## src/rtl/dm_hart_ctrl.sv

```systemverilog
// dm_hart_ctrl: debug-module hart run control (halt strobe, resume handshake, dmstatus bits).
// Optional macro DM_HALT_TIMEOUT_EN adds a halt timeout counter and the halt_timeout_o port.
module dm_hart_ctrl #(
  parameter int unsigned RETRY_CYC   = 16,
  parameter int unsigned TIMEOUT_CYC = 1024,
  parameter int unsigned CNT_W       = 11
) (
  input  logic clk_i,
  input  logic rst_ni,
  input  logic dmactive_i,
  input  logic dmctl_we_i,
  input  logic haltreq_i,
  input  logic resumereq_i,
  input  logic ackhavereset_i,
  input  logic ndmreset_i,
  input  logic core_halted_i,
  output logic debug_strobe_o,
  output logic resume_req_o,
  output logic ndmreset_o,
  output logic allhalted_o,
  output logic allrunning_o,
  output logic resumeack_o,
  output logic havereset_o,
`ifdef DM_HALT_TIMEOUT_EN
  output logic halt_timeout_o,
`endif
  output logic busy_o
);

  typedef enum logic [1:0] {
    ST_RUNNING     = 2'd0,
    ST_HALT_WAIT   = 2'd1,
    ST_HALTED      = 2'd2,
    ST_RESUME_WAIT = 2'd3
  } state_e;

  localparam logic [CNT_W-1:0] RETRY_LAST = CNT_W'(RETRY_CYC - 1);
  localparam logic [CNT_W-1:0] CNT_ZERO   = {CNT_W{1'b0}};

  if ((TIMEOUT_CYC > (32'd1 << CNT_W)) || (RETRY_CYC > (32'd1 << CNT_W))) begin : g_cfg_err
    $error("dm_hart_ctrl: CNT_W too narrow for RETRY_CYC/TIMEOUT_CYC");
  end

  function automatic logic [CNT_W-1:0] sat_inc(input logic [CNT_W-1:0] v);
    if (v == {CNT_W{1'b1}}) begin
      sat_inc = v;
    end else begin
      sat_inc = v + {{(CNT_W-1){1'b0}}, 1'b1};
    end
  endfunction

  state_e           state_q, state_d;
  logic [CNT_W-1:0] retry_cnt_q, retry_cnt_d;
  logic             strobe_q, strobe_d;
  logic             resume_req_q, resume_req_d;
  logic             ndmreset_q, ndmreset_d;
  logic             allhalted_q, allhalted_d;
  logic             allrunning_q, allrunning_d;
  logic             resumeack_q, resumeack_d;
  logic             havereset_q, havereset_d;
  logic             busy_q, busy_d;
  logic             halt_ok_s;
  logic             resume_wr_s;

`ifdef DM_HALT_TIMEOUT_EN
  localparam logic [CNT_W-1:0] TMO_LAST = CNT_W'(TIMEOUT_CYC - 1);
  logic [CNT_W-1:0] tmo_cnt_q, tmo_cnt_d;
  logic             timeout_q, timeout_d;
  logic             blocked_q, blocked_d;
`endif

  // Resume only counts when it is not overridden by a simultaneous halt request.
  assign resume_wr_s = dmctl_we_i & resumereq_i & ~haltreq_i;

  // Next-state and next-output computation for the run-control FSM.
  always_comb begin
    state_d      = state_q;
    strobe_d     = 1'b0;
    resume_req_d = resume_req_q;
    resumeack_d  = resumeack_q;
    retry_cnt_d  = retry_cnt_q;
    ndmreset_d   = ndmreset_i;
`ifdef DM_HALT_TIMEOUT_EN
    tmo_cnt_d = tmo_cnt_q;
    blocked_d = blocked_q & haltreq_i;
    halt_ok_s = haltreq_i & ~blocked_q;
    if (dmctl_we_i && !haltreq_i) begin
      timeout_d = 1'b0;
    end else begin
      timeout_d = timeout_q;
    end
`else
    halt_ok_s = haltreq_i;
`endif
    if (ndmreset_q && !ndmreset_i) begin
      havereset_d = 1'b1;
    end else if (dmctl_we_i && ackhavereset_i) begin
      havereset_d = 1'b0;
    end else begin
      havereset_d = havereset_q;
    end

    if (!dmactive_i) begin
      state_d      = ST_RUNNING;
      resume_req_d = 1'b0;
      resumeack_d  = 1'b0;
      retry_cnt_d  = CNT_ZERO;
      ndmreset_d   = 1'b0;
      havereset_d  = havereset_q;
`ifdef DM_HALT_TIMEOUT_EN
      tmo_cnt_d = CNT_ZERO;
      timeout_d = 1'b0;
      blocked_d = 1'b0;
`endif
    end else if (ndmreset_i) begin
      state_d      = ST_RUNNING;
      resume_req_d = 1'b0;
      resumeack_d  = 1'b0;
      retry_cnt_d  = CNT_ZERO;
`ifdef DM_HALT_TIMEOUT_EN
      tmo_cnt_d = CNT_ZERO;
`endif
    end else begin
      case (state_q)
        ST_RUNNING: begin
          if (halt_ok_s) begin
            state_d     = ST_HALT_WAIT;
            strobe_d    = 1'b1;
            retry_cnt_d = CNT_ZERO;
`ifdef DM_HALT_TIMEOUT_EN
            tmo_cnt_d = CNT_ZERO;
`endif
          end else if (core_halted_i) begin
            state_d = ST_HALTED;
          end else if (resume_wr_s) begin
            resumeack_d = 1'b1;
          end else begin
            state_d = ST_RUNNING;
          end
        end
        ST_HALT_WAIT: begin
`ifdef DM_HALT_TIMEOUT_EN
          tmo_cnt_d = sat_inc(tmo_cnt_q);
`endif
          if (core_halted_i) begin
            state_d = ST_HALTED;
`ifdef DM_HALT_TIMEOUT_EN
          end else if (tmo_cnt_q == TMO_LAST) begin
            state_d   = ST_RUNNING;
            timeout_d = 1'b1;
            blocked_d = 1'b1;
`endif
          end else if (retry_cnt_q == RETRY_LAST) begin
            // Re-pulse in case the first strobe was lost while the core stalled.
            strobe_d    = 1'b1;
            retry_cnt_d = CNT_ZERO;
          end else begin
            retry_cnt_d = sat_inc(retry_cnt_q);
          end
        end
        ST_HALTED: begin
          if (resume_wr_s) begin
            state_d      = ST_RESUME_WAIT;
            resumeack_d  = 1'b0;
            resume_req_d = 1'b1;
          end else begin
            state_d = ST_HALTED;
          end
        end
        ST_RESUME_WAIT: begin
          if (!core_halted_i) begin
            state_d      = ST_RUNNING;
            resume_req_d = 1'b0;
            resumeack_d  = 1'b1;
          end else begin
            resume_req_d = 1'b1;
          end
        end
        default: begin
          state_d      = ST_RUNNING;
          resume_req_d = 1'b0;
          retry_cnt_d  = CNT_ZERO;
        end
      endcase
    end

    allhalted_d  = dmactive_i & core_halted_i;
    allrunning_d = ~allhalted_d & (state_d != ST_HALT_WAIT);
    busy_d       = (state_d == ST_HALT_WAIT) | (state_d == ST_RESUME_WAIT);
  end

  // State and registered-output update.
  always_ff @(posedge clk_i or negedge rst_ni) begin
    if (!rst_ni) begin
      state_q      <= ST_RUNNING;
      retry_cnt_q  <= CNT_ZERO;
      strobe_q     <= 1'b0;
      resume_req_q <= 1'b0;
      ndmreset_q   <= 1'b0;
      allhalted_q  <= 1'b0;
      allrunning_q <= 1'b1;
      resumeack_q  <= 1'b0;
      havereset_q  <= 1'b1;
      busy_q       <= 1'b0;
`ifdef DM_HALT_TIMEOUT_EN
      tmo_cnt_q <= CNT_ZERO;
      timeout_q <= 1'b0;
      blocked_q <= 1'b0;
`endif
    end else begin
      state_q      <= state_d;
      retry_cnt_q  <= retry_cnt_d;
      strobe_q     <= strobe_d;
      resume_req_q <= resume_req_d;
      ndmreset_q   <= ndmreset_d;
      allhalted_q  <= allhalted_d;
      allrunning_q <= allrunning_d;
      resumeack_q  <= resumeack_d;
      havereset_q  <= havereset_d;
      busy_q       <= busy_d;
`ifdef DM_HALT_TIMEOUT_EN
      tmo_cnt_q <= tmo_cnt_d;
      timeout_q <= timeout_d;
      blocked_q <= blocked_d;
`endif
    end
  end

  assign debug_strobe_o = strobe_q;
  assign resume_req_o   = resume_req_q;
  assign ndmreset_o     = ndmreset_q;
  assign allhalted_o    = allhalted_q;
  assign allrunning_o   = allrunning_q;
  assign resumeack_o    = resumeack_q;
  assign havereset_o    = havereset_q;
  assign busy_o         = busy_q;
`ifdef DM_HALT_TIMEOUT_EN
  assign halt_timeout_o = timeout_q;
`endif

endmodule

```

## config.mk

```make
export PLATFORM = sky130hd
export DESIGN_NAME = dm_hart_ctrl
export DESIGN_NICKNAME = d
export VERILOG_FILES = /design/src/rtl/dm_hart_ctrl.sv
export SDC_FILE = /design/constraint.sdc
export NUM_CORES = 1
export LEC_CHECK = 0
export CAP_MARGIN = 20
export CORE_MARGIN = 4
export CORE_UTILIZATION = 50
export CTS_BUF_LIST = sky130_fd_sc_hd__clkbuf_16
export DETAILED_ROUTE_END_ITERATION = 6
export PLACE_DENSITY = 0.82
export SLEW_MARGIN = 0
export SYNTH_ARGS = -nofsm -noshare
export SYNTH_HDL_FRONTEND = slang
export SYNTH_SLANG_ARGS = --single-unit
```

## constraint.sdc

```tcl
create_clock -name clk_i -period 4.4 [get_ports clk_i]
set_clock_uncertainty 0.1 [all_clocks]
set_input_delay 1.1 -clock clk_i [delete_from_list [all_inputs] [get_ports clk_i]]
set_output_delay 1.1 -clock clk_i [all_outputs]
set_load 0.02 [all_outputs]
```

==> out/metrics.yaml <==
floorplan:
  core_um2: 2297
  row_count: 17
  dieArea_um2: 3379
  fp.dieH_um: 58.13
  die_x_um: 58.13
  io_pins: 17
  start_util_pct: 54.68
synth:
  yosysWarnings: 0
  syn_avg_cell_area_um2: 9.814
  ys_ff_latch: 20
  yosys.area.top_type: "dfrtp_1"
  synth_nets: 143
  synthDistinctLibCells: 43
  synth_area_um2: 1256
  synth_seq_area_share_pct: 40.04
  synth-edff-count: 0
  async_flop_share_pct: 100.0
  synth_area_leaders: "dfrtp_1 36%, ha_1 6.0%, dfstp_2 4.2%, a221o_1 4.0%, nor4_4 3.4%"
  yosys.area.top_type_share_pct: 35.86
  syn_inst: 128
  ys.flop_type: "dfrtp_1"
detailed_routing:
  ant_nets: 0
  wirelength_met1_um: 1292
  firstDrtPassIters: 4
  drt_wl_total_um: 2998
  viasPerCell: 6.354
  dr_wl_met3_um: 174
  wl_met2_um: 1483
  drt_iter0_drc: 52
  wl_per_cell_um: 17.13
  top_layer: "met4"
  route.detailed.drc: 0
  num_vias: 1112
sta:
  finalSetupTns_ns: 0
  fmax_mhz: 351.7
  worst_pin_slew_ns: 0.8705
  hold_viol: 0
  finalSetupViolCount: 0
  period_needed_ns: 2.844
  timing.final.crit_share_pct: 64.63
  slew_violations: 0
  grt_setup_unrepaired: "no"
  maxSlewHeadroom_pct: 41.79
setup_path:
  r2r_end: "retry_cnt_q[4]$_DFFE_PN0P_"
  startpoint_type: "input pin"
  crit_slowest_cell: "clkdlybuf4s50_1"
  regToRegSetupSlack_ns: 2.02
  crit_type: "in2reg"
  reg2reg_from: "state_q[0]$_DFF_PN0_"
  required_ns: 4.41
  rr_worst_depth: 6
  cp.arrival_ns: 2.85
  crit_chain: "clkdlybuf4s50_1 -> nand3b_2 -> nor4_4 -> or2_1 -> o21ai_0"
  cp_max_fo: 10
  max_stage_delay_ns: 0.57
  endpoint_kind: "register"
clocking:
  clkLatencyLatePin_ns: 0.25
  clkSlewWorstSetupHoldPaths_ns: 0.05
  numCtsBuffers: 3
  ctsHoldBuffers: 0
  cts_buffer_depth: 2
  cts-root-buf: "clkbuf_16"
  cts_tree: "done"
  cts.sinks: 20
  postCtsSetupBuffers: 0
  h-tree-depth: 1
  cts_resized: 0
global_routing:
  grt_pass1_wl_um: 4968
  track_usage_pct: 19.14
  grt_max_degree: 21
  grt_pass1_vias: 1071
  grt-ovfl-total: 0
  antenna_found_initial: 0
min_path:
  whs_path_depth: 1
  min_from: "ndmreset_o$_DFF_PN0_"
  min_to: "havereset_o$_DFFE_PN1P_"
  hp-class: "reg2reg"
placed_design:
  port_buffers: 16
  place.gp.congestion: 0.9027
  dp.cells: 171
  dp_hpwl_um: 2157
  placed_area_um2: 1444
finish:
  mostFrequentLayoutCells: "18 x dfrtp_1, 16 x clkdlybuf4s50_1, 11 x nor2_1"
  drive_gt1_share_pct: 16.33
  final_util_pct: 67.43
  nNetsFinal: 163
  num_antenna_cells: 0
  design_area_um2: 1549
  syn_to_final_growth_pct: 23.31
  final_cells: 175
  mostFrequentLayoutCell: "dfrtp_1"
  fillCellCount: 189
pwr:
  ir_drop_v: 0.0003393
  power_uw: 500.8
  power_leakage_nw: 0.7389
  power_density_nw_per_um2: 323.3
run:
  maxCapViolations: 0
outcome:
  outcome: "completed"
[power by group]
group          internal (mW)  leakage, nW  switching, mW  total, mW
registers              0.191        0.269        0.00334      0.194
clock network          0.180       0.0511         0.0655      0.246
logic                 0.0270        0.419         0.0339     0.0609
total                  0.398        0.739          0.103      0.501
[critical path, delay by kind of cell]
family / cells / cell delay [ns]
simple gates: 3 / 1.00
buf+inv: 1 / 0.57
compound gates: 1 / 0.17
[registers in the layout (all words and copies together), names as in the netlist]
| register | flops |
|---|---|
| allrunning_o | 1 |
| resumeack_o | 1 |
| state_q | 2 |
| resume_req_o | 1 |
| havereset_o | 1 |
| retry_cnt_q | 11 |
| allhalted_o | 1 |
| debug_strobe_o | 1 |
| ndmreset_o | 1 |
[per-stage QoR]
| stage | hold WS [ns] | setup WS, ns |
|---|---|---|
| detailed placement | 0.3982 | 1.378 |
| CTS | 0.4155 | 1.597 |
| global route | 0.4579 | 1.446 |
| finish | 0.4098 | 1.556 |
| floorplan | 0.4248 | 2.040 |
| global placement | 0.3880 | 1.419 |
[cells in the mapped netlist (4+ instances only)]
library cell / count
dfrtp_1: 18
inv_1: 7
nand3_1: 7
a221o_1: 5
nor2_1: 11
nand2_1: 9
a21oi_1: 6
ha_1: 6
and3_2: 5
o21ai_0: 4
nand2b_1: 5
[final cells by class]
class	count	area, um^2	share of cell area (%)
Tap cell	28	35.03	2.262
Clock buffer	3	75.07	4.847
Clock inverter	1	30.03	1.939
Multi-Input combinational cell	100	719.4	46.45
Sequential cell	20	503.0	32.47
Inverter	7	26.28	1.696
Timing Repair Buffer	16	160.2	10.34
[kinds of logic after synthesis]
logic type      count (synthesis)  synth area share, %
simple gates                   60                29.68
compound gates                 32                19.92
flops                          20                40.04
buf+inv                         8                2.690
fa+ha+maj                       6                5.976
mux                             2                1.693
[per-layer routing]
| layer | vias to the layer above | track usage (%) |
|---|---|---|
| met5 | - | 0 |
| met4 | 0 | 7.616 |
| met3 | 4 | 5.791 |
| met2 | 39 | 31.94 |
| met1 | 544 | 22.93 |
| li1 | 525 | - |
[worst max-delay path by stage]
stage / startpoint / end / slack (ns) / cells past startpoint
after detailed placement: dmactive_i / retry_cnt_q[4]$_DFFE_PN0P_ / 1.38 / 5
after global routing: dmactive_i / retry_cnt_q[4]$_DFFE_PN0P_ / 1.45 / 5
after global placement: ndmreset_i / retry_cnt_q[8]$_DFFE_PN0P_ / 1.42 / 5
final: dmactive_i / retry_cnt_q[4]$_DFFE_PN0P_ / 1.56 / 5
after CTS: ndmreset_i / retry_cnt_q[4]$_DFFE_PN0P_ / 1.60 / 5
after floorplan: ndmreset_i / retry_cnt_q[5]$_DFFE_PN0P_ / 2.04 / 4
Power figures use the tool's default switching activity.
